File: src/rtl/rr_arbiter4_pkg.sv
// Shared types and constants for the four-requester round-robin arbiter.
package rr_arbiter4_pkg;

  // Arbiter FSM states
  typedef enum logic {
    StIdle  = 1'b0,
    StGrant = 1'b1
  } state_e;

  // Reset value of the last-owner pointer; makes the first search start at index 0
  localparam logic [1:0] LastRst = 2'b11;

endpackage

File: src/rtl/rr_arbiter4_if.sv
// Request/grant bundle between the requesters (master) and the arbiter (slave).
interface rr_arbiter4_if;
  logic [3:0] req;
  logic       done;
  logic [3:0] gnt;
  logic [1:0] gnt_idx;
  logic       busy;

  modport master (output req, output done, input gnt, input gnt_idx, input busy);
  modport slave  (input req, input done, output gnt, output gnt_idx, output busy);
endinterface

File: src/rtl/rr_arbiter4_dec2to4_en.sv
// 2-to-4 one-hot decoder with enable; all outputs low when disabled.
module dec2to4_en (
  input  logic [1:0] in_i,
  input  logic       en_i,
  output logic [3:0] out_o
);

  // Decode the binary index into a one-hot vector, gated by enable
  always_comb begin
    out_o = 4'b0000;
    if (en_i) begin
      out_o[in_i] = 1'b1;
    end
  end

endmodule

File: src/rtl/rr_arbiter4.sv
// Four-requester round-robin arbiter. The last owner gets lowest priority on
// the next search; the grant index is registered and decoded to a one-hot gnt.
// Optional forced release after MAX_HOLD cycles is enabled with `define RR_TIMEOUT_EN.
module rr_arbiter4
  import rr_arbiter4_pkg::*;
#(
  parameter int unsigned MAX_HOLD = 8,
  parameter int unsigned CNT_W    = 4
) (
  input logic          clk,
  input logic          rst,
  rr_arbiter4_if.slave bus
);

  if (MAX_HOLD < 2 || MAX_HOLD > 15 || (32'd1 << CNT_W) <= MAX_HOLD) begin : g_bad_cfg
    $error("rr_arbiter4: illegal MAX_HOLD/CNT_W combination");
  end

  // Returns {found, index}; scans last+1, last+2, last+3, last (mod 4)
  function automatic logic [2:0] rr_pick(input logic [3:0] req, input logic [1:0] last);
    logic [2:0] res;
    logic [1:0] cand;
    res = 3'b000;
    for (int k = 1; k <= 4; k++) begin
      cand = last + 2'(k);
      if (!res[2] && req[cand]) begin
        res = {1'b1, cand};
      end
    end
    return res;
  endfunction

  state_e     state_q, state_d;
  logic [1:0] idx_q, idx_d;
  logic [1:0] last_q, last_d;
  logic [2:0] pick_idle, pick_rel;
  logic       rel;
  logic       timeout;

`ifdef RR_TIMEOUT_EN
  localparam logic [CNT_W-1:0] HoldLast = CNT_W'(MAX_HOLD - 1);

  logic [CNT_W-1:0] cnt_q, cnt_d;
  logic             others_req;
  logic             new_grant;

  // Forced release once the owner has held MAX_HOLD cycles and someone else waits
  always_comb begin
    others_req = |(bus.req & ~(4'b0001 << idx_q));
    timeout    = (state_q == StGrant) && (cnt_q == HoldLast) && others_req;
  end

  // Hold counter: clears on every new grant, saturates at MAX_HOLD-1
  always_comb begin
    new_grant = (state_d == StGrant) && ((state_q == StIdle) || rel);
    cnt_d     = cnt_q;
    if (new_grant) begin
      cnt_d = '0;
    end else if (state_q == StGrant && cnt_q != HoldLast) begin
      cnt_d = cnt_q + 1'b1;
    end
  end

  // Hold counter register
  always_ff @(posedge clk or posedge rst) begin
    if (rst) begin
      cnt_q <= '0;
    end else begin
      cnt_q <= cnt_d;
    end
  end
`else
  assign timeout = 1'b0;
`endif

  // Release detection and the two candidate winners (from idle, and on handover)
  always_comb begin
    rel       = (state_q == StGrant) && (bus.done || !bus.req[idx_q] || timeout);
    pick_idle = rr_pick(bus.req, last_q);
    pick_rel  = rr_pick(bus.req, idx_q);
  end

  // State register: all arbiter state drops immediately on reset
  always_ff @(posedge clk or posedge rst) begin
    if (rst) begin
      state_q <= StIdle;
      idx_q   <= 2'b00;
      last_q  <= LastRst;
    end else begin
      state_q <= state_d;
      idx_q   <= idx_d;
      last_q  <= last_d;
    end
  end

  // Next-state: grant from idle, or hand over / re-grant / go idle on release
  always_comb begin
    state_d = state_q;
    idx_d   = idx_q;
    last_d  = last_q;
    unique case (state_q)
      StIdle: begin
        if (pick_idle[2]) begin
          state_d = StGrant;
          idx_d   = pick_idle[1:0];
        end
      end
      StGrant: begin
        if (rel) begin
          last_d = idx_q;
          if (pick_rel[2]) begin
            idx_d = pick_rel[1:0];
          end else begin
            state_d = StIdle;
          end
        end
      end
      default: state_d = StIdle;
    endcase
  end

  // Outputs come straight from registered state; gnt is decoded from index and busy
  always_comb begin
    bus.busy    = (state_q == StGrant);
    bus.gnt_idx = idx_q;
  end

  dec2to4_en u_dec (
    .in_i  (idx_q),
    .en_i  (state_q == StGrant),
    .out_o (bus.gnt)
  );

endmodule

File: src/flat_wrapper.sv
// flat-port wrapper written by rule: the top's interface ports become plain ports
module rr_arbiter4_flat import rr_arbiter4_pkg::*;
#(
  parameter int unsigned MAX_HOLD = 8,
  parameter int unsigned CNT_W    = 4
)
  (clk, rst, bus_req, bus_done, bus_gnt, bus_gnt_idx, bus_busy);
  rr_arbiter4_if bus_i ();
  input logic clk;
  input logic rst;
  input wire logic [$bits(bus_i.req)-1:0] bus_req;
  input wire logic [$bits(bus_i.done)-1:0] bus_done;
  output wire logic [$bits(bus_i.gnt)-1:0] bus_gnt;
  output wire logic [$bits(bus_i.gnt_idx)-1:0] bus_gnt_idx;
  output wire logic [$bits(bus_i.busy)-1:0] bus_busy;
  assign bus_i.req = bus_req;
  assign bus_i.done = bus_done;
  assign bus_gnt = bus_i.gnt;
  assign bus_gnt_idx = bus_i.gnt_idx;
  assign bus_busy = bus_i.busy;
  rr_arbiter4 #(.MAX_HOLD(MAX_HOLD), .CNT_W(CNT_W)) u_core (.clk(clk), .rst(rst), .bus(bus_i));
endmodule
File: config.mk
export PLATFORM = sky130hd
export DESIGN_NAME = rr_arbiter4_flat
export DESIGN_NICKNAME = d
export VERILOG_FILES = /design/src/rtl/rr_arbiter4_pkg.sv /design/src/rtl/rr_arbiter4_if.sv /design/src/rtl/rr_arbiter4_dec2to4_en.sv /design/src/rtl/rr_arbiter4.sv /design/src/flat_wrapper.sv
export SDC_FILE = /design/constraint.sdc
export NUM_CORES = 1
export LEC_CHECK = 0
export BUFFER_PORTS_ARGS = -buffer_cell sky130_fd_sc_hd__buf_4
export CORE_AREA = 2 2 39 41
export DETAILED_ROUTE_END_ITERATION = 7
export DIE_AREA = 0 0 41 43
export PLACE_DENSITY_LB_ADDON = 0.1
export SYNTH_ARGS = -nofsm -noshare
export SYNTH_HDL_FRONTEND = slang
export SYNTH_SLANG_ARGS = --single-unit
File: constraint.sdc
create_clock -name clk -period 4.7 [get_ports clk]
set_input_delay 0.94 -clock clk [delete_from_list [all_inputs] [get_ports clk]]
set_output_delay 0.94 -clock clk [all_outputs]
set_load 0.01 [all_outputs]
=== Yosys cells after proc, flatten, opt, wreduce, memory -nomap -nowiden ===
Cells that the tools add are included.

* Flip-flop bits (word level): 5
* Input port bits: 7
* Word-level logic and storage cells: 76

* Add/sub/neg operators: 6
* Magnitude comparators: 9
* Equality and inequality tests: 4
* Multiplexer cells: 35
* Bitwise gates (word level): 1
* Reductions and logical operators: 18

{| class="wikitable"
|+ Operators with widths
! kind !! number
|-
| less-than comparator 2 x 3 -> 1 bit, second input constant || 8
|-
| 2-to-1 mux 3 bit || 8
|-
| binary-select mux 1 bit (select 2 bit) || 8
|-
| 2-to-1 mux 1 bit || 12
|-
| adder 2 bit, second input constant || 4
|-
| logical AND 1 bit || 8
|-
| zero test 1 bit || 7
|-
| 2-to-1 mux 2 bit || 3
|-
| inequality test 2 bit, second input constant || 3
|-
| adder 2 x 1 -> 2 bit, second input constant || 2
|-
| 2-to-1 mux 4 bit || 1
|-
| one-hot mux 2 bit (2 select lines) || 1
|-
| AND reduction 4 bit || 1
|-
| demux 1 bit (select 2 bit) || 1
|-
| greater-or-equal comparator 2 x 1 -> 1 bit, second input constant || 1
|-
| inequality test 2 x 1 -> 1 bit, second input constant || 1
|-
| one-hot mux 1 bit (2 select lines) || 1
|-
| AND reduction 2 bit || 1
|-
| logical OR 1 bit || 1
|-
| NOT 1 bit || 1
|}

=== Logic depth before layout (Yosys ltp) ===
* Depth after elaboration: 16
* Depth in mapped cells: 8

=== Modules after synthesis ===
A second synthesis with hierarchy kept.

* Cell total of the unflattened synthesis: 76
* Area total of the unflattened synthesis: 605.6 um^2

{| class="wikitable"
|+ Modules (own cells, without submodules)
! module !! times used !! cells an instance !! area an instance (um^2) !! sequential area each (um^2)
|-
| rr_arbiter4 || 1 || 72 || 568.0 || 127.6
|-
| dec2to4_en || 1 || 4 || 37.5 || 0.0
|}

=== Least setup slack after synthesis ===
No wires, ideal clock.

* Path kind: register to register
* From: register u_core.idx_q[0], in the netlist u_core.bus.gnt_idx[0]
* To: register u_core.idx_q[0], in the netlist u_core.bus.gnt_idx[0]
* Library setup time: 0.128 ns
* Arrival time: 2.546 ns
* Required time: 4.572 ns
* Path slack: 2.027 ns
* Cell stages (with the launch flop): 9
* Buffers on the path: 1
* Cells stage by stage: dfrtp_1 > buf_6 > inv_1 > ha_1 > mux4_2 > or3_1 > a22o_1 > o21ai_1 > mux2_1

* Word-level cells in the longest chain between the ends: 15
* Elaborated cells on any way between the ends: 31
* Those cells by class: add/sub: 3; eq/ne: 3; mux: 15; reduce/logical: 10

{| class="wikitable"
|+ RTL lines
! item !! RTL line !! RTL
|-
| start, declared || rr_arbiter4.sv:34 || <nowiki>logic [1:0] idx_q, idx_d;</nowiki>
|-
| start signal, assigned || rr_arbiter4.sv:91 || <nowiki>idx_q <= idx_d;</nowiki>
|-
| adder 2 x 1 -> 2 bit || rr_arbiter4.sv:25 || <nowiki>cand = last + 2'(k);</nowiki>
|-
| binary-select mux 1 bit (select 2 bit) || rr_arbiter4.sv:26 || <nowiki>if (!res[2] && req[cand]) begin</nowiki>
|-
| 2-to-1 mux 1 bit (implied by the code) || rr_arbiter4.sv:26 ||
|-
| 2-to-1 mux 3 bit || rr_arbiter4.sv:26 ||
|-
| zero test 1 bit || rr_arbiter4.sv:26 ||
|-
| logical AND 1 bit || rr_arbiter4.sv:26 ||
|-
| 2-to-1 mux 3 bit || rr_arbiter4.sv:26 ||
|-
| zero test 1 bit || rr_arbiter4.sv:26 ||
|-
| logical AND 1 bit || rr_arbiter4.sv:26 ||
|-
| 2-to-1 mux 3 bit || rr_arbiter4.sv:26 ||
|-
| zero test 1 bit || rr_arbiter4.sv:26 ||
|-
| logical AND 1 bit || rr_arbiter4.sv:26 ||
|-
| 2-to-1 mux 3 bit || rr_arbiter4.sv:26 ||
|-
| inequality test 2 bit (no source line) || -- ||
|-
| AND reduction 4 bit (no source line) || -- ||
|}

Parallel ways exist; a longest one is shown, timed or not. The select of a mux whose other input is x is not followed.
A chain may end at the register's enable or synchronous reset.

=== Worst setup path after layout ===
Ends and elaborated chain as after synthesis.

==> impl_metrics.json <==
{
  "post_cts_buffers": 0,
  "top_level_ports": 14,
  "cp.required_ns": 4.83,
  "yosysTopAreaCellShare_pct": 15.86,
  "crit_fanout": 14,
  "numCtsBuffers": 3,
  "power.switching_uw": 180.7,
  "cts_sinks": 5,
  "cts_resized": 0,
  "wl_mm": 1.144,
  "cpPeakStageDelay_ns": 0.66,
  "grt_pass1_wl_mm": 1.918,
  "internal_power_uw": 257.5,
  "place_ws_ns": 1.766,
  "synth_area_um2": 568.0,
  "setup_violations": 0,
  "grt_overflow": 0,
  "cts_root_buffer": "clkbuf_4",
  "layout.nets": 92,
  "clockBufferDepth": 2,
  "syn_inst": 64,
  "hpwl_um": 855.9,
  "insertedDiodeCount": 0,
  "fmax_mhz": 343.0,
  "gp_congestion": 0.8281,
  "num_rows": 14,
  "grt_max_degree": 15,
  "ir_drop_mv": 0.2384,
  "drtAntennaViolNets": 0,
  "dp.cells": 92,
  "dieWidth_um": 41,
  "grt_pass1_vias": 436,
  "die_y_um": 43,
  "finClkSkew_ns": 0.001313,
  "final_cell_mix": "buf_4 (13), inv_1 (9), nand2_1 (6)",
  "final_cell_area_um2": 700.7,
  "crit_path_top_delay_cell": "dfrtp_1",
  "status": "completed",
  "slew_headroom_pct": 65.51,
  "seq_area_frac_synth_pct": 22.47,
  "syn_nets": 75,
  "critPathArrivalTime_ns": 3.04,
  "p_clk_share_pct": 11.9,
  "h-tree-depth": 1,
  "synthTopCellsByArea": "mux4_2 (16%), dfrtp_1 (13%), dfstp_2 (9.3%), ha_1 (8.8%), inv_1 (5.9%)",
  "firstDrtPassIters": 4,
  "end_kind": "flip-flop",
  "min_period_over_period_pct": 62.04,
  "wire_per_inst_um": 11.92,
  "min_path_type": "reg -> reg",
  "clk_latency_ns": 0.25,
  "area_growth_pct": 23.35,
  "core_area_um2": 1384,
  "yosys_warnings": 0,
  "min_period_ns": 2.916,
  "cap_viol_max_count": 0,
  "dpl_cell_area_um2": 674.4,
  "drive_above_1_share_pct": 31.25,
  "setup-tns-final_ns": 0,
  "ys_ff_latch": 5,
  "path_cells": "inv_1, ha_1, mux4_2, or3_1, a22o_1, o21ai_1, mux2_1",
  "drt_iter0_drc": 11,
  "grt_setup_unrepaired": "false",
  "critPathLaunchType": "flip-flop",
  "final_common_cell": "buf_4",
  "dieArea_um2": 1763,
  "avgSynthCellArea_um2": 8.876,
  "final.setup.worst_slack_ns": 1.784,
  "clk_pin_slew_worst_paths_ns": 0.05,
  "p_leak_nw": 0.3323,
  "p_per_area_nw_per_um2": 625.3,
  "finalHoldViolCount": 0,
  "synth_top_area_cell": "mux4_2",
  "viasPerCell": 5.417,
  "vias": 520,
  "path_class": "reg -> reg",
  "portBuffers": 13,
  "start_util_pct": 41.05,
  "seq_power_share_pct": 25.1,
  "grt_use_total_pct": 16.09,
  "power_switching_share_pct": 41.24,
  "drc": 0,
  "cts_tree": "built",
  "hold_buffers": 0,
  "power_frac_comb_pct": 63.0,
  "slew_violations": 0,
  "synth_cell_types": 27,
  "antenna_found_initial": 0,
  "worst_slew_pin_slew_ns": 0.5174,
  "stdcell_count": 96
}
critical path, delay by kind of cell (launching register included):
kind	cells	cell delay, ns
mux	2	0.90
buf+inv	1	0.15
fa+ha+maj	1	0.40
flops	1	0.66
simple gates	1	0.38
compound gates	2	0.30
power by group through the flow:
stage	combinational, mW	clock (mW)	sequential, mW
2_1_floorplan	0.222	0	0.0945
3_3_place_gp	0.280	0	0.112
3_5_place_dp	0.278	0	0.112
4_1_cts	0.278	0.0537	0.111
5_1_grt	0.313	0.0603	0.116
6_report	0.276	0.0523	0.110
per-stage QoR:
stage	utilization (%)	hold slack [ns]	total power, mW
detailed placement	48.73	0.5267	0.3894
global route	50.63	0.5566	0.4892
finish	50.63	0.5290	0.4381
CTS	50.63	0.5260	0.4428
floorplan	-	0.4884	0.3168
global placement	48.73	0.5181	0.3923
cell families after synthesis:
family	after synthesis	share of synthesized area (%)
flops	5	22.47
fa+ha+maj	4	8.811
compound gates	17	20.05
mux	8	23.57
simple gates	20	17.18
buf+inv	10	7.929
cell usage after synthesis:
cell type and instances:
a221o_1 1, o21ai_1 1, nor2b_1 1, o21ai_0 4
a211oi_1 1, ha_1 4, or3_1 1, dfrtp_1 3
mux2i_1 1, buf_6 1, inv_1 9, mux2_2 2
nand2b_1 3, a21oi_1 2, o21bai_1 1, dfstp_2 2
and2_1 4, a31oi_1 2, mux4_2 4, nor2_1 5
a211o_1 1, a21oi_2 1, nand2_1 6, o22ai_1 1
a2111oi_0 1, mux2_1 1, a22o_1 1
final cells by class:
type	count	area [um^2]
inverters	9	33.78
fillers	133	683.2
repair buffers	13	97.59
multi-input cells	49	395.4
flip-flops and latches	5	127.6
clock buffers	4	26.28
well taps	16	20.02
per-layer routing:
| metal | vias to the layer above | GRT usage [%] | wire, um | part of all wire [%] |
|---|---|---|---|---|
| met5 | - | 0 | 0 | 0 |
| met4 | 0 | 2.000 | 0 | 0 |
| met3 | 0 | 7.853 | 92 | 8.0 |
| met2 | 21 | 22.81 | 525 | 46 |
| met1 | 238 | 22.44 | 527 | 46 |
| li1 | 261 | - | - | - |
final timing paths:
kind	start	to	slack (ns)	cells past startpoint
max	u_core.bus.gnt_idx[0]$_DFFE_PP0P_	u_core.bus.gnt_idx[0]$_DFFE_PP0P_	1.78	7
max in group asynchronous	rst	u_core.last_q[1]$_DFFE_PP1P_	3.88	2
min in group asynchronous	rst	u_core.bus.gnt_idx[0]$_DFFE_PP0P_	0.59	2
max reg2reg	u_core.bus.gnt_idx[0]$_DFFE_PP0P_	u_core.bus.gnt_idx[0]$_DFFE_PP0P_	1.78	7
min	u_core.last_q[0]$_DFFE_PP1P_	u_core.last_q[0]$_DFFE_PP1P_	0.53	2
min reg2reg	u_core.last_q[0]$_DFFE_PP1P_	u_core.last_q[0]$_DFFE_PP1P_	0.53	2
flip-flops by register name, indices dropped and copies added (netlist names):
name                cells
u_core.bus.busy         1
u_core.last_q           2
u_core.bus.gnt_idx      2
Note: power is estimated with default switching activity, not from simulation.
